`config.mk`:
```
export PLATFORM = sky130hd
export DESIGN_NAME = bcd_display_mux
export DESIGN_NICKNAME = d
export VERILOG_FILES = /design/src/rtl/display_pkg.sv /design/src/rtl/seg7_decoder.sv /design/src/rtl/bcd_display_mux.sv
export SDC_FILE = /design/constraint.sdc
export NUM_CORES = 1
export LEC_CHECK = 0
export ABC_CLOCK_PERIOD_IN_PS = 8200
export CAP_MARGIN = 20
export CORE_ASPECT_RATIO = 0.75
export CORE_MARGIN = 2
export CORE_UTILIZATION = 60
export CTS_BUF_LIST = sky130_fd_sc_hd__clkbuf_8
export CTS_CLUSTER_SIZE = 10
export DETAILED_ROUTE_END_ITERATION = 8
export GPL_ROUTABILITY_DRIVEN = 0
export GPL_TIMING_DRIVEN = 1
export PLACE_DENSITY_LB_ADDON = 0.05
export SYNTH_ARGS = -nofsm -noshare
export SYNTH_HDL_FRONTEND = slang
export SYNTH_SLANG_ARGS = --single-unit
export TNS_END_PERCENT = 5
```
`constraint.sdc`:
```
create_clock -name clk -period 8.2 [get_ports clk]
set_input_delay 1.23 -clock clk [delete_from_list [all_inputs] [get_ports clk]]
set_output_delay 1.23 -clock clk [all_outputs]
set_load 0.02 [all_outputs]
```
`src/rtl/display_pkg.sv`:
```
// Shared constants for the BCD 7-segment display path: active-low glyphs,
// logical position numbering and the decimal digit table.
package display_pkg;

  localparam int NUM_ANODES = 4;
  localparam logic [2:0] POS_SIGN = 3'd5;

  localparam logic [6:0] SEG_BLANK = 7'h7F;
  localparam logic [6:0] SEG_MINUS = 7'h3F;
  localparam logic [6:0] SEG_ERR   = 7'h06;

  // Active-low {g,f,e,d,c,b,a} pattern for a decimal digit.
  function automatic logic [6:0] seg_digit(input logic [3:0] nibble);
    logic [6:0] seg;
    case (nibble)
      4'd0:    seg = 7'h40;
      4'd1:    seg = 7'h79;
      4'd2:    seg = 7'h24;
      4'd3:    seg = 7'h30;
      4'd4:    seg = 7'h19;
      4'd5:    seg = 7'h12;
      4'd6:    seg = 7'h02;
      4'd7:    seg = 7'h78;
      4'd8:    seg = 7'h00;
      4'd9:    seg = 7'h10;
      default: seg = SEG_ERR;
    endcase
    return seg;
  endfunction

endpackage

```
`src/rtl/seg7_decoder.sv`:
```
// Combinational glyph selection for one display slot.
// Priority: error glyph, then minus, then blank, then the decimal digit.
module seg7_decoder
  import display_pkg::*;
(
  input  logic [3:0] i_nibble,
  input  logic       i_blank,
  input  logic       i_minus,
  input  logic       i_err,
  output logic [6:0] o_seg
);

  // Glyph priority mux.
  always_comb begin
    o_seg = SEG_BLANK;
    if (i_err) begin
      o_seg = SEG_ERR;
    end else if (i_minus) begin
      o_seg = SEG_MINUS;
    end else if (i_blank) begin
      o_seg = SEG_BLANK;
    end else begin
      o_seg = seg_digit(i_nibble);
    end
  end

endmodule

```
`src/rtl/bcd_display_mux.sv`:
```
// Time-multiplexed 4-anode display of a signed 5-digit BCD value through a
// scrollable window over positions D1..D5 and sign.
module bcd_display_mux
  import display_pkg::*;
#(
  parameter int REFRESH_DIV = 100000,
  parameter int MAX_OFFSET  = 2
) (
  input  logic        clk,
  input  logic        rst,
  input  logic [19:0] bcd_in,
  input  logic        sign_in,
  input  logic        load,
  input  logic        scroll_l,
  input  logic        scroll_r,
  output logic [3:0]  an,
  output logic [6:0]  seg,
  output logic        dp
);

  localparam int CNT_W = $clog2(REFRESH_DIV);

  logic [CNT_W-1:0] r_cnt;
  logic [1:0]       r_scan;
  logic [2:0]       r_offset;
  logic [19:0]      r_value;
  logic             r_sign;
  logic [3:0]       r_an;
  logic [6:0]       r_seg;

  logic             w_tick;
  logic [2:0]       w_pos;
  logic [3:0]       w_nibble;
  logic             w_lead_zero;
  logic             w_blank;
  logic             w_minus;
  logic             w_err;
  logic [6:0]       w_seg;

  assign w_tick = (r_cnt == CNT_W'(REFRESH_DIV - 1));
  assign w_pos  = r_offset + {1'b0, r_scan};

  // Nibble select and "this digit and everything above it is zero" flag.
  always_comb begin
    w_nibble    = 4'd0;
    w_lead_zero = 1'b0;
    case (w_pos)
      3'd0: begin
        w_nibble    = r_value[3:0];
        w_lead_zero = 1'b0;
      end
      3'd1: begin
        w_nibble    = r_value[7:4];
        w_lead_zero = (r_value[19:4] == 16'd0);
      end
      3'd2: begin
        w_nibble    = r_value[11:8];
        w_lead_zero = (r_value[19:8] == 12'd0);
      end
      3'd3: begin
        w_nibble    = r_value[15:12];
        w_lead_zero = (r_value[19:12] == 8'd0);
      end
      3'd4: begin
        w_nibble    = r_value[19:16];
        w_lead_zero = (r_value[19:16] == 4'd0);
      end
      default: begin
        w_nibble    = 4'd0;
        w_lead_zero = 1'b0;
      end
    endcase
  end

  // Slot flags; positions past the sign show blank.
  always_comb begin
    w_err   = 1'b0;
    w_minus = 1'b0;
    w_blank = 1'b0;
    if (w_pos < POS_SIGN) begin
      w_err   = (w_nibble > 4'd9);
      w_blank = w_lead_zero;
    end else if (w_pos == POS_SIGN) begin
      w_minus = r_sign && (r_value != 20'd0);
      w_blank = 1'b1;
    end else begin
      w_blank = 1'b1;
    end
  end

  seg7_decoder u_dec (
    .i_nibble (w_nibble),
    .i_blank  (w_blank),
    .i_minus  (w_minus),
    .i_err    (w_err),
    .o_seg    (w_seg)
  );

  // Refresh counter and scan index.
  always_ff @(posedge clk) begin
    if (rst) begin
      r_cnt  <= '0;
      r_scan <= 2'd0;
    end else if (w_tick) begin
      r_cnt  <= '0;
      r_scan <= r_scan + 2'd1;
    end else begin
      r_cnt  <= r_cnt + CNT_W'(1);
      r_scan <= r_scan;
    end
  end

  // Capture registers for value and sign.
  always_ff @(posedge clk) begin
    if (rst) begin
      r_value <= 20'd0;
      r_sign  <= 1'b0;
    end else if (load) begin
      r_value <= bcd_in;
      r_sign  <= sign_in;
    end else begin
      r_value <= r_value;
      r_sign  <= r_sign;
    end
  end

  // Saturating window offset; opposing pulses cancel.
  always_ff @(posedge clk) begin
    if (rst) begin
      r_offset <= 3'd0;
    end else begin
      case ({scroll_l, scroll_r})
        2'b10: begin
          if (r_offset < 3'(MAX_OFFSET)) r_offset <= r_offset + 3'd1;
          else                           r_offset <= r_offset;
        end
        2'b01: begin
          if (r_offset > 3'd0) r_offset <= r_offset - 3'd1;
          else                 r_offset <= r_offset;
        end
        default: r_offset <= r_offset;
      endcase
    end
  end

  // Output registers: anode and segments update together.
  always_ff @(posedge clk) begin
    if (rst) begin
      r_an  <= 4'hF;
      r_seg <= SEG_BLANK;
    end else begin
      r_an  <= ~(4'b0001 << r_scan);
      r_seg <= w_seg;
    end
  end

  assign an  = r_an;
  assign seg = r_seg;
  assign dp  = 1'b1;

endmodule

```
==> results.sh <==
export IMPL_dr_pass1_iters=4
export IMPL_run_status="complete, no violations"
export IMPL_final_setup_tns_ns=0
export IMPL_synth_async_reset_ratio_pct=0
export IMPL_drv_slew=0
export IMPL_hold_viol=0
export IMPL_cts_clk_slew_worst_paths_ns=0.10
export IMPL_antenna_found_initial=0
export IMPL_ys_flop_type="dfxtp_1"
export IMPL_vias=1948
export IMPL_postRouteAntennaNets=0
export IMPL_slowest_delay_ns=0.64
export IMPL_cts_htree_levels=2
export IMPL_cp_buffers_inverters=2
export IMPL_dr_wl_met3_um=190
export IMPL_via_per_inst=5.487
export IMPL_fmax_ghz=0.3146
export IMPL_cts_buffer_depth=2
export IMPL_drive_gt1_share_pct=7.667
export IMPL_synth_fp_nets=306
export IMPL_yosysUniqueCellTypes=53
export IMPL_fp_dieW_um=79.87
export IMPL_vdd_drop_max_mv=0.1445
export IMPL_worst_slack_ns=5.021
export IMPL_yosysMostFrequentCell="dfxtp_1"
export IMPL_cts_tree="yes"
export IMPL_fp_dieArea_um2=4864
export IMPL_nNetsFinal=339
export IMPL_instances_no_fill=355
export IMPL_synth_edf_count=0
export IMPL_period_needed_ns=3.179
export IMPL_power_share_switching_pct=28.63
export IMPL_worst_slew_pin_slew_ns=1.074
export IMPL_m1WireLength_um=2540
export IMPL_cts_buffers=5
export IMPL_finClkSkew_ns=0.009435
export IMPL_cap_violations=0
export IMPL_ios=38
export IMPL_start_util_pct=63.11
export IMPL_postCtsSetupRepairBufs=0
export IMPL_combPwrFrac_pct=25.4
export IMPL_io_buffers=36
export IMPL_cp_end_kind="flop"
export IMPL_grt_setup_unrepaired="false"
export IMPL_clkPwrFrac_pct=28.8
export IMPL_clk_latency_ns=0.31
export IMPL_grt_pass1_vias=1720
export IMPL_cts_root_buf="clkbuf_8"
export IMPL_slowest_stage="xnor2_2"
export IMPL_path_max_fanout=15
export IMPL_yosysWarnings=0
export IMPL_wl_per_cell_um=13.73
export IMPL_p_int_mw=0.4574
export IMPL_synth_area_leaders="dfxtp_1 42%, mux2i_1 11%, nor2_1 7.1%, ha_1 5.3%, xor2_1 4.1%"
export IMPL_min_period_over_period_pct=38.76
export IMPL_grt_total_usage_pct=21.91
export IMPL_ys_seq_area_share_pct=41.74
export IMPL_cts_hold_buf=0
export IMPL_nFillCells=302
export IMPL_seqPwrFrac_pct=45.8
export IMPL_antenna_cells=0
export IMPL_drt_iter0_drc=65
export IMPL_syn_area_per_cell_um2=9.700
export IMPL_critPathKind="flop to flop"
export IMPL_die_h_um=60.90
export IMPL_dpl_worst_slack_ns=4.742
export IMPL_route_detailed_drc=0
export IMPL_grt_ovfl_total=0
export IMPL_power_density_nw_per_um2=206.6
export IMPL_path_delay_family="adder cells"
export IMPL_power_switching_mw=0.1835
export IMPL_syn_area_um2=2590
export IMPL_worstHoldPathType="flop to flop"
export IMPL_dr_max_layer_used="met4"
export IMPL_core_area_um2=4104
export IMPL_path_cells="ha_1 > inv_1 > fa_1 > xnor2_2 > o21ai_0 > o32ai_4 > inv_1 > ha_1 > mux2i_1 > o31ai_2"
export IMPL_area_growth_pct=19.76
export IMPL_ys_top_cells_by_count="54 x dfxtp_1, 49 x nor2_1, 29 x mux2i_1"
export IMPL_grt_max_degree=31
export IMPL_ys_seq_elements=54
export IMPL_p_leak_nw=1.261
export IMPL_slew_headroom_pct=28.17
export IMPL_clkSinkCount=54
export IMPL_worstPathRequired_ns=8.38
export IMPL_syn_instance_count=267
export IMPL_met2_wirelength_um=2077
export IMPL_rows=20
export IMPL_dpl_hpwl_um=3568
export IMPL_dp_cells=348
export IMPL_finalSetupViolCount=0
export IMPL_cp_arrival_ns=3.36
export IMPL_routed_wl_um=4873
export IMPL_synth_top_area_share_pct=41.74
export IMPL_yosys_area_top_type="dfxtp_1"
export IMPL_grt_pass1_wl_um=8066
export IMPL_cts_resized_gates=0
export IMPL_setup_worst_path_start_class="flop"
## power by group through the flow
| stage | sequential (mW) | combinational [mW] | clock, mW |
|---|---|---|---|
| 6_report | 0.294 | 0.163 | 0.184 |
| 5_1_grt | 0.296 | 0.178 | 0.199 |
| 4_1_cts | 0.294 | 0.164 | 0.186 |
| 3_5_place_dp | 0.300 | 0.163 | 0 |
| 3_3_place_gp | 0.299 | 0.159 | 0 |
| 2_1_floorplan | 0.309 | 0.103 | 0 |
## per-stage QoR
stage / hold slack [ns] / power [mW] / cell area (um2) / utilization, %
floorplan: 0.4298 / 0.4127 / 2590 / -
global placement: 0.4457 / 0.4586 / 2962 / 72.16
detailed placement: 0.4563 / 0.4623 / 2989 / 72.84
CTS: 0.4739 / 0.6432 / 3102 / 75.58
global route: 0.5220 / 0.6731 / 3102 / 75.58
finish: 0.4751 / 0.6409 / 3102 / 75.58
## worst paths after layout
check / slack, ns / startpoint / to / depth (start not counted)
hold / removal: 0.48 / r_cnt[0]$_SDFF_PP0_ / r_cnt[0]$_SDFF_PP0_ / 1
hold reg to reg: 0.48 / r_cnt[0]$_SDFF_PP0_ / r_cnt[0]$_SDFF_PP0_ / 1
setup reg to reg: 5.02 / r_offset[0]$_SDFFE_PP0P_ / seg[6]$_SDFF_PP1_ / 10
setup / recovery: 5.02 / r_offset[0]$_SDFFE_PP0P_ / seg[6]$_SDFF_PP1_ / 10
## registers in the layout (all words and copies together) (netlist names)
signal    count
r_value      20
r_sign        1
r_offset      3
seg           7
r_cnt        17
an            4
r_scan        2
## per-layer routing
layer / up-vias / GRT usage [%]
li1: 982 / -
met1: 919 / 30.88
met2: 40 / 33.49
met3: 7 / 4.911
met4: 0 / 7.990
met5: - / 0
## placed cells by master (no fill, tap or decap), drive strengths merged, types with 2 or more instances in the layout
cell type	Yosys	routed
a21oi	3	3
a22oi	2	2
and3	6	6
and4	2	2
clkbuf	4	6
clkdlybuf4s50	0	36
dfxtp	54	54
fa	2	2
ha	11	11
inv	10	10
mux2	3	3
mux2i	29	29
nand2	12	12
nand2b	2	2
nand3	10	10
nand4	2	2
nor2	49	49
nor3	3	3
nor3b	3	3
nor4	7	7
o21ai	6	6
o22ai	3	3
xnor2	8	8
xor2	12	12
## final cells by class
class / instances / area (um2) / area share [%]
clock buffers: 6 / 82.58 / 2.662
clock inverters: 1 / 30.03 / 0.9681
inverters: 10 / 37.54 / 1.210
multi-input cells: 192 / 1414 / 45.58
flip-flops and latches: 54 / 1081 / 34.85
well taps: 55 / 68.82 / 2.219
repair buffers: 37 / 387.9 / 12.51
## cells by family after synthesis
kind of cell / after synthesis / share of synthesized area (%)
and+or+nand+nor: 102 / 19.86
DFF: 54 / 41.74
muxes: 32 / 12.66
AOI/OAI and AO/OA: 24 / 8.020
buffers and inverters: 21 / 3.671
xor gates and xnor gates: 20 / 7.053
adders and majority gates: 13 / 6.860
other: 1 / 0.1448
No activity file was read; power rests on OpenSTA's default activity.
